## src/rtl/io_bus_arbiter_if.sv

```systemverilog
// rtl/io_bus_arbiter_if.sv - master-side and IO-bus signal bundle for io_bus_arbiter
interface io_bus_arbiter_if #(
  parameter int ADDR_W = 32,
  parameter int DATA_W = 32
);
  logic              m0_req;
  logic              m0_wr;
  logic [ADDR_W-1:0] m0_addr;
  logic [DATA_W-1:0] m0_wr_data;
  logic [DATA_W-1:0] m0_rd_data;
  logic              m0_ack;
  logic              m1_req;
  logic              m1_wr;
  logic [ADDR_W-1:0] m1_addr;
  logic [DATA_W-1:0] m1_wr_data;
  logic [DATA_W-1:0] m1_rd_data;
  logic              m1_ack;
`ifdef ARB_LOCK_EN
  logic              m0_lock;
  logic              m1_lock;
`endif
  logic              bus_cs;
  logic              bus_wr;
  logic              bus_rd;
  logic [ADDR_W-1:0] bus_addr;
  logic [DATA_W-1:0] bus_wr_data;
  logic [DATA_W-1:0] bus_rd_data;
  logic [1:0]        grant;
  logic              busy;

  // Arbiter side: owns the IO bus strobes and the master acks
  modport master (
`ifdef ARB_LOCK_EN
    input  m0_lock, m1_lock,
`endif
    input  m0_req, m0_wr, m0_addr, m0_wr_data,
    input  m1_req, m1_wr, m1_addr, m1_wr_data,
    input  bus_rd_data,
    output m0_rd_data, m0_ack, m1_rd_data, m1_ack,
    output bus_cs, bus_wr, bus_rd, bus_addr, bus_wr_data,
    output grant, busy
  );

  // Environment side: requesting masters plus the IO slot returning read data
  modport slave (
`ifdef ARB_LOCK_EN
    output m0_lock, m1_lock,
`endif
    output m0_req, m0_wr, m0_addr, m0_wr_data,
    output m1_req, m1_wr, m1_addr, m1_wr_data,
    output bus_rd_data,
    input  m0_rd_data, m0_ack, m1_rd_data, m1_ack,
    input  bus_cs, bus_wr, bus_rd, bus_addr, bus_wr_data,
    input  grant, busy
  );
endinterface

```

## src/rtl/io_bus_arbiter.sv

```systemverilog
// rtl/io_bus_arbiter.sv - two-master round-robin IO bus arbiter; ARB_LOCK_EN adds master lock
module io_bus_arbiter #(
  parameter int ADDR_W     = 32,
  parameter int DATA_W     = 32,
  parameter int RD_LATENCY = 1,
  parameter int FIRST_PRIO = 0
) (
  input logic              clk,
  input logic              reset,
  io_bus_arbiter_if.master bus
);
  typedef enum logic [1:0] {IDLE, ISSUE, WAIT, ACK} state_t;

  state_t            state, state_nx;
  logic              owner, owner_d;
  logic              cur_wr, cur_wr_d;
  logic              last_winner, last_winner_d;
  logic [3:0]        cnt, cnt_d;
  logic [1:0]        grant_q, grant_d;
  logic [1:0]        ack_q, ack_d;
  logic              busy_q, busy_d;
  logic              cs_q, cs_d, wr_q, wr_d, rd_q, rd_d;
  logic [ADDR_W-1:0] addr_q, addr_d;
  logic [DATA_W-1:0] wdata_q, wdata_d;
  logic [DATA_W-1:0] rdata0_q, rdata0_d, rdata1_q, rdata1_d;
  logic              pick_valid, pick, capture;
`ifdef ARB_LOCK_EN
  logic              lock_hold, lock_hold_d, owner_lock;
`endif

  // Choose the next owner: lone requester wins, ties go to the master that did not win last
  always_comb begin
    pick_valid = bus.m0_req | bus.m1_req;
    if (bus.m0_req && bus.m1_req) pick = ~last_winner;
    else                          pick = bus.m1_req;
`ifdef ARB_LOCK_EN
    if (lock_hold && (owner ? bus.m1_req : bus.m0_req)) pick = owner;
`endif
  end

  // Next-state decode for the single in-flight transaction
  always_comb begin
    state_nx = state;
    case (state)
      IDLE:    if (pick_valid) state_nx = ISSUE;
      ISSUE:   state_nx = (cur_wr || RD_LATENCY == 0) ? ACK : WAIT;
      WAIT:    if (cnt == 4'd1) state_nx = ACK;
      ACK:     state_nx = IDLE;
      default: state_nx = IDLE;
    endcase
  end

  // Next values of every registered output, derived from where the FSM is heading
  always_comb begin
    owner_d  = owner;
    cur_wr_d = cur_wr;
    addr_d   = addr_q;
    wdata_d  = wdata_q;
    grant_d  = (state_nx == IDLE) ? 2'b00 : grant_q;
    if (state == IDLE && pick_valid) begin
      owner_d  = pick;
      cur_wr_d = pick ? bus.m1_wr      : bus.m0_wr;
      addr_d   = pick ? bus.m1_addr    : bus.m0_addr;
      wdata_d  = pick ? bus.m1_wr_data : bus.m0_wr_data;
      grant_d  = pick ? 2'b10 : 2'b01;
    end
    cs_d    = (state_nx == ISSUE);
    wr_d    = cs_d & cur_wr_d;
    rd_d    = cs_d & ~cur_wr_d;
    busy_d  = (state_nx != IDLE);
    ack_d   = (state_nx == ACK) ? grant_q : 2'b00;
    cnt_d   = (state == ISSUE) ? 4'(RD_LATENCY) : (state == WAIT) ? cnt - 4'd1 : cnt;
    capture = (state == ISSUE && !cur_wr && RD_LATENCY == 0) || (state == WAIT && cnt == 4'd1);
    rdata0_d = (capture && !owner) ? bus.bus_rd_data : rdata0_q;
    rdata1_d = (capture &&  owner) ? bus.bus_rd_data : rdata1_q;
    last_winner_d = last_winner;
`ifdef ARB_LOCK_EN
    owner_lock  = owner ? bus.m1_lock : bus.m0_lock;
    lock_hold_d = lock_hold;
    if (state == ACK) begin
      lock_hold_d = owner_lock;
      if (!owner_lock) last_winner_d = owner;
    end else if (state == IDLE && !(owner ? bus.m1_req : bus.m0_req)) begin
      lock_hold_d = 1'b0;
    end
`else
    if (state == ACK) last_winner_d = owner;
`endif
  end

  // State and output registers; reset aborts any transfer without an ack
  always_ff @(posedge clk or negedge reset) begin
    if (!reset) begin
      state       <= IDLE;
      owner       <= 1'b0;
      cur_wr      <= 1'b0;
      last_winner <= (FIRST_PRIO == 0);
      cnt         <= 4'd0;
      grant_q     <= 2'b00;
      ack_q       <= 2'b00;
      busy_q      <= 1'b0;
      cs_q        <= 1'b0;
      wr_q        <= 1'b0;
      rd_q        <= 1'b0;
      addr_q      <= '0;
      wdata_q     <= '0;
      rdata0_q    <= '0;
      rdata1_q    <= '0;
`ifdef ARB_LOCK_EN
      lock_hold   <= 1'b0;
`endif
    end else begin
      state       <= state_nx;
      owner       <= owner_d;
      cur_wr      <= cur_wr_d;
      last_winner <= last_winner_d;
      cnt         <= cnt_d;
      grant_q     <= grant_d;
      ack_q       <= ack_d;
      busy_q      <= busy_d;
      cs_q        <= cs_d;
      wr_q        <= wr_d;
      rd_q        <= rd_d;
      addr_q      <= addr_d;
      wdata_q     <= wdata_d;
      rdata0_q    <= rdata0_d;
      rdata1_q    <= rdata1_d;
`ifdef ARB_LOCK_EN
      lock_hold   <= lock_hold_d;
`endif
    end
  end

  assign bus.grant       = grant_q;
  assign bus.busy        = busy_q;
  assign bus.bus_cs      = cs_q;
  assign bus.bus_wr      = wr_q;
  assign bus.bus_rd      = rd_q;
  assign bus.bus_addr    = addr_q;
  assign bus.bus_wr_data = wdata_q;
  assign bus.m0_ack      = ack_q[0];
  assign bus.m1_ack      = ack_q[1];
  assign bus.m0_rd_data  = rdata0_q;
  assign bus.m1_rd_data  = rdata1_q;
endmodule

```

## src/flat_wrapper.sv

```systemverilog
// flat-port wrapper written by rule: the top's interface ports become plain ports
module io_bus_arbiter_flat 
#(
  parameter int ADDR_W     = 32,
  parameter int DATA_W     = 32,
  parameter int RD_LATENCY = 1,
  parameter int FIRST_PRIO = 0
)
  (clk, reset, bus_m0_req, bus_m0_wr, bus_m0_addr, bus_m0_wr_data, bus_m1_req, bus_m1_wr, bus_m1_addr, bus_m1_wr_data, bus_bus_rd_data, bus_m0_rd_data, bus_m0_ack, bus_m1_rd_data, bus_m1_ack, bus_bus_cs, bus_bus_wr, bus_bus_rd, bus_bus_addr, bus_bus_wr_data, bus_grant, bus_busy);
  io_bus_arbiter_if #(.ADDR_W(ADDR_W), .DATA_W(DATA_W)) bus_i ();
  input logic clk;
  input logic reset;
  input wire logic [$bits(bus_i.m0_req)-1:0] bus_m0_req;
  input wire logic [$bits(bus_i.m0_wr)-1:0] bus_m0_wr;
  input wire logic [$bits(bus_i.m0_addr)-1:0] bus_m0_addr;
  input wire logic [$bits(bus_i.m0_wr_data)-1:0] bus_m0_wr_data;
  input wire logic [$bits(bus_i.m1_req)-1:0] bus_m1_req;
  input wire logic [$bits(bus_i.m1_wr)-1:0] bus_m1_wr;
  input wire logic [$bits(bus_i.m1_addr)-1:0] bus_m1_addr;
  input wire logic [$bits(bus_i.m1_wr_data)-1:0] bus_m1_wr_data;
  input wire logic [$bits(bus_i.bus_rd_data)-1:0] bus_bus_rd_data;
  output wire logic [$bits(bus_i.m0_rd_data)-1:0] bus_m0_rd_data;
  output wire logic [$bits(bus_i.m0_ack)-1:0] bus_m0_ack;
  output wire logic [$bits(bus_i.m1_rd_data)-1:0] bus_m1_rd_data;
  output wire logic [$bits(bus_i.m1_ack)-1:0] bus_m1_ack;
  output wire logic [$bits(bus_i.bus_cs)-1:0] bus_bus_cs;
  output wire logic [$bits(bus_i.bus_wr)-1:0] bus_bus_wr;
  output wire logic [$bits(bus_i.bus_rd)-1:0] bus_bus_rd;
  output wire logic [$bits(bus_i.bus_addr)-1:0] bus_bus_addr;
  output wire logic [$bits(bus_i.bus_wr_data)-1:0] bus_bus_wr_data;
  output wire logic [$bits(bus_i.grant)-1:0] bus_grant;
  output wire logic [$bits(bus_i.busy)-1:0] bus_busy;
  assign bus_i.m0_req = bus_m0_req;
  assign bus_i.m0_wr = bus_m0_wr;
  assign bus_i.m0_addr = bus_m0_addr;
  assign bus_i.m0_wr_data = bus_m0_wr_data;
  assign bus_i.m1_req = bus_m1_req;
  assign bus_i.m1_wr = bus_m1_wr;
  assign bus_i.m1_addr = bus_m1_addr;
  assign bus_i.m1_wr_data = bus_m1_wr_data;
  assign bus_i.bus_rd_data = bus_bus_rd_data;
  assign bus_m0_rd_data = bus_i.m0_rd_data;
  assign bus_m0_ack = bus_i.m0_ack;
  assign bus_m1_rd_data = bus_i.m1_rd_data;
  assign bus_m1_ack = bus_i.m1_ack;
  assign bus_bus_cs = bus_i.bus_cs;
  assign bus_bus_wr = bus_i.bus_wr;
  assign bus_bus_rd = bus_i.bus_rd;
  assign bus_bus_addr = bus_i.bus_addr;
  assign bus_bus_wr_data = bus_i.bus_wr_data;
  assign bus_grant = bus_i.grant;
  assign bus_busy = bus_i.busy;
  io_bus_arbiter #(.ADDR_W(ADDR_W), .DATA_W(DATA_W), .RD_LATENCY(RD_LATENCY), .FIRST_PRIO(FIRST_PRIO)) u_core (.clk(clk), .reset(reset), .bus(bus_i));
endmodule
```

## config.mk

```make
export PLATFORM = sky130hd
export DESIGN_NAME = io_bus_arbiter_flat
export DESIGN_NICKNAME = d
export VERILOG_FILES = /design/src/rtl/io_bus_arbiter_if.sv /design/src/rtl/io_bus_arbiter.sv /design/src/flat_wrapper.sv
export SDC_FILE = /design/constraint.sdc
export NUM_CORES = 1
export LEC_CHECK = 0
export CORE_UTILIZATION = 40
export DETAILED_ROUTE_END_ITERATION = 6
export PLACE_DENSITY_LB_ADDON = 0.2
export SKIP_LAST_GASP = 1
export SYNTH_ARGS = -nofsm -noshare
export SYNTH_HDL_FRONTEND = slang
export SYNTH_SLANG_ARGS = --single-unit
```

## constraint.sdc

```tcl
create_clock -name clk -period 2.5 [get_ports clk]
set_input_delay 0.75 -clock clk [delete_from_list [all_inputs] [get_ports clk]]
set_output_delay 0.75 -clock clk [all_outputs]
set_load 0.03 [all_outputs]
```

# Word level (Yosys, flattened, before mapping)
# Index checks and enable logic that the tools add are counted.
# totals
regBits	145
in_bits	166
output_inout_bits	136
elab_cells	53
# op_classes
addsub	1
eq_ne	6
n_mux	15
n_bitwise	5
reduce_logical	11
# op_table
op	n
$mux W32	2
$mux W2	6
$mux W4	2
$pmux W2 S4	1
$eq A2 B2 Y1 const B	3
$reduce_bool A2 Y1	3
$logic_and A1 B1 Y1	5
$eq A2 B1 Y1 const B	2
$eq A4 B1 Y1 const B	1
$logic_not A2 Y1	2
$mux W1	4
$sub A4 B1 Y4 const B	1
$and A1 B1 Y1	2
$not A1 Y1	2
$logic_not A1 Y1	1
$or A1 B1 Y1	1

# Depth between registers and ports, before layout
# Gate-level depths: netlist (run 1).
# logic_depth
depth_word	6
ltp_mapped	7
depth_no_buf	5

# Worst setup path before layout (run 1)
# OpenSTA, ideal clock, no wires.
# synth_timing
path_type	input to register
startpoint	in bus_m1_req
endpoint	reg u_core.grant_q[0] (netlist: u_core.bus.grant[0])
setup_ps	126
arrival_ps	1718
t_required_ps	2374
slack_ps	656
path_stages	3
path_buffers	0
cell_sequence	or4b_4 and3_1 a221o_1
# synth_via
elab_chain_len	5
word_cells_on_any_way	10
cone_classes	5 x mux; 1 x bitwise; 4 x reduce/logical
# synth_rtl
item	line	source
start, declared	flat_wrapper.sv:17	input wire logic [$bits(bus_i.m1_req)-1:0] bus_m1_req;
$or A1 B1 Y1	io_bus_arbiter.sv:33	pick_valid = bus.m0_req | bus.m1_req;
$mux W2	io_bus_arbiter.sv:45	IDLE: if (pick_valid) state_nx = ISSUE;
$pmux W2 S4	io_bus_arbiter.sv:44	case (state)
$logic_not A2 Y1	io_bus_arbiter.sv:59	grant_d = (state_nx == IDLE) ? 2'b00 : grant_q;
$reduce_bool A2 Y1 (no line)	--	
end signal, assigned	io_bus_arbiter.sv:118	grant_q <= grant_d;
end, declared	io_bus_arbiter.sv:19	logic [1:0] grant_q, grant_d;
# Parallel ways exist; a longest one is shown, timed or not.
# A chain may end at the register's enable or synchronous reset.

# Worst setup path after layout (run 1)
# layout_timing
startpoint	reg u_core.grant_q[1] (netlist: u_core.bus.grant[1])
endpoint	out bus_grant[1]
# layout_lines
item	line	source
end, declared	flat_wrapper.sv:31	output wire logic [$bits(bus_i.grant)-1:0] bus_grant;
# No word-level cell between the ends.

==> qor.yml, run 1 <==
grt:
  grt.overflow.total: 0
  grt_util_met1: 0.270
  grt_max_degree: 67
  grt_use_met3: 0.0885
  grt_use_met2: 0.397
  grt_pass1_vias: 5323
  antenna_found_initial: 0
  grt_pass1_wl_mm: 28.3
  grt_usage: 0.236
  top_usage_layer: "met2"
critical_path:
  reg2reg_from: "u_core.state[0]"
  rrSetupSlack_ps: 390
  rr_worst_depth: 6
  crit_start: "u_core.bus.grant[1]"
  endpoint: "bus_grant[1]"
  cp-start-kind: "register"
  endpoint_kind: "output port"
  worst_ep_arrival_time_ps: 1530
  cp_data_required_time_ps: 1750
  slowest_stage: "clkdlybuf4s50_1"
  crit_type: "register to output port"
  critPathTopFamily: "buffers and inverters"
  cp_num_cells: 1
  crit_path_max_fanout: 4
  crit_buf_inv: 1
  r2r_end: "u_core.bus.bus_addr[13]"
  max_stage_delay_ps: 720
  worstPathCellList: "clkdlybuf4s50_1"
power_and_ir_drop:
  peakVddDrop_mv: 0.625
  p_leak_uw: 0.00421
  power_uw: 14000
  power.density_mw_per_mm2: 1410
route:
  drtAntennaViolNets: 0
  wl_per_cell_um: 18.8
  drtIter0Drc: 221
  drt_pass1_iterations: 4
  drcViolationCount: 0
  drt_wl_total_mm: 17.6
  vias: 4920
  vias_per_cell: 5.23
place:
  portBuffers: 301
  gp_congestion: 0.837
  dp_hpwl_mm: 13.1
timing:
  finalCritPeriodShare: 0.912
  hold_slack_ps: 338
  fmax_mhz: 438
  hold_viol_final: 0
  tightestPinTransition_ps: 651
  timing.final.setup_violations: 0
  slew_headroom: 0.566
  rsz0062_at_grt: "no"
  drv_slew: 0
  min_period_ps: 2280
  fin_skew_ps: 9.42
  setup_tns_ps: 0
floorplan:
  start_util: 0.412
  core_area_mm2: 0.0146
  fp.dieW_um: 125
  fp.dieArea_mm2: 0.0155
  rows: 44
  die_y_um: 125
  io_pins: 302
synthesis:
  synth-xor-area-share: 0
  synth_cell_types: 35
  synthAdderAreaFrac: 0.0146
  synth_top_family_by_area: "compound AO/OA/AOI/OAI gates"
  yosys.area_share.simple: 0.100
  yosysWarnings: 0
  yosysSeqAreaShare: 0.604
  synthCells: 433
  synthMuxAreaShare: 0.122
  syn-num-nets: 606
  synth_area_mm2: 0.00601
  ys_ff_latch: 145
  syn_avg_cell_area_um2: 13.9
  synth_compound_area_frac: 0.127
run_status:
  status: "finished clean"
clock_network:
  cts_tree: "done"
  insertion_delay_ps: 420
  cts.sinks: 145
  ctsResizeCount: 0
  root_buffer: "clkbuf_16"
  htreeDepth: 4
  postCtsSetupBuffers: 0
  clockBufferDepth: 2
  postCtsHoldBufs: 0
  numCtsBuffers: 17
  cts.clk_slew.worst_paths_ps: 60
cells_and_area:
  n_fill_cell: 1059
  layout_common_cells: "clkdlybuf4s50_1 (300), dfrtp_1 (144), a221o_1 (66), and2_1 (57), mux2_2 (45)"
  fin_util: 0.682
  final_common_cell: "clkdlybuf4s50_1"
  drive_gt1_frac: 0.135
  nets: 916
  syn_to_final_growth_pct: 65.6
  diodes: 0
flow_run:
  cap_violations: 0
worst_hold_path:
  hold_path_class: "primary input to async pin"
## final cells by class
class                      count  area [µm²]  area share
timing repair buffer         318        3270       0.328
tap                          184         230      0.0231
sequential                   145        3630       0.365
inverter                       7        26.3     0.00264
multi-input combinational    254        2210       0.222
clock inverter                15         160      0.0161
clock buffer                  17         425      0.0428
## flip-flops by register name (all words and copies together) (netlist names), 2 cells and up
name                    flops
u_core.bus.bus_wr_data     32
u_core.state                2
u_core.bus.bus_addr        32
u_core.cnt                  4
u_core.bus.grant            2
u_core.ack_q                2
u_core.bus.m0_rd_data      32
u_core.bus.m1_rd_data      32
## how the worst min path moves through the flow
stage	from	endpoint	slack, ps	depth (start not counted)
3_3_place_gp	u_core.bus.m0_rd_data[9]	u_core.bus.m0_rd_data[9]	470	1
4_1_cts	reset	u_core.bus.m1_rd_data[27]	360	1
6_report	reset	u_core.bus.m1_rd_data[22]	340	1
3_5_place_dp	u_core.bus.m0_rd_data[3]	u_core.bus.m0_rd_data[3]	480	1
2_1_floorplan	reset	u_core.ack_q[0]	450	0
5_1_grt	reset	u_core.bus.m0_rd_data[23]	360	1
## stage by stage
stage / setup slack (ps) / instances / instance area [µm²]
global placement: 135 / 908 / 9360
floorplan: 656 / 433 / 6010
CTS: 195 / 940 / 9950
detailed placement: 117 / 908 / 9360
finish: 219 / 940 / 9950
global route: 162 / 940 / 9950
## where the power goes
part,switching [µW],internal (µW),leakage [µW]
Sequential,650,3500,0.00177
Combinational,3900,3440,0.00215
Clock,1020,1480,0.000289
## synth_stat cells
library cell,count,area [µm²]
dfrtp_1,144,3600
a221o_1,66,661
and2_1,58,363
mux2_2,45,507
mux2_1,19,214
buf_2,13,65.1
nand2_1,10,37.5
and2_0,8,50.1
clkbuf_1,7,26.3
ha_1,7,87.6
inv_1,7,26.3
a21oi_1,6,30.0
buf_6,6,67.6
o21ai_0,5,25.0
and3_1,4,25.0
nand3_1,4,20.0
nor2_1,3,11.3
nand2b_1,2,12.5
nor2b_1,2,12.5
o211ai_1,2,15.0
a221oi_1,1,8.76
and4bb_2,1,12.5
buf_4,1,7.51
dfstp_2,1,26.3
mux2i_1,1,10.0
nand4bb_1,1,11.3
nor2_2,1,6.26
nor3_1,1,5.00
nor4_1,1,6.26
nor4b_1,1,8.76
o21ai_1,1,5.00
o2bb2ai_1,1,8.76
o311a_1,1,10.0
or3_1,1,6.26
or4b_4,1,13.8
## kinds of logic after synthesis
group | after synthesis
adders and majority gates | 7
DFF | 145
and+or+nand+nor | 99
buffers and inverters | 34
muxes | 65
AOI/OAI and AO/OA | 83
## layer usage
layer	vias up	routed length, µm
li1	2222	-
met5	-	0
met2	231	8840
met3	29	1390
met1	2438	6980
met4	0	436
(Power assumes the default switching activity.)
==> run 2, diff against run 1 <==
Settings changed: ABC_CLOCK_PERIOD_IN_PS set to 2500.
==> results of run 2 <==
The final DEF is identical to that of run 1; final timing and power are the same.
==> run 3, diff against run 2 <==
Settings changed: CTS_BUF_LIST set to sky130_fd_sc_hd__clkbuf_16.
==> results of run 3 <==
The final DEF is identical to that of run 1; final timing and power are the same.
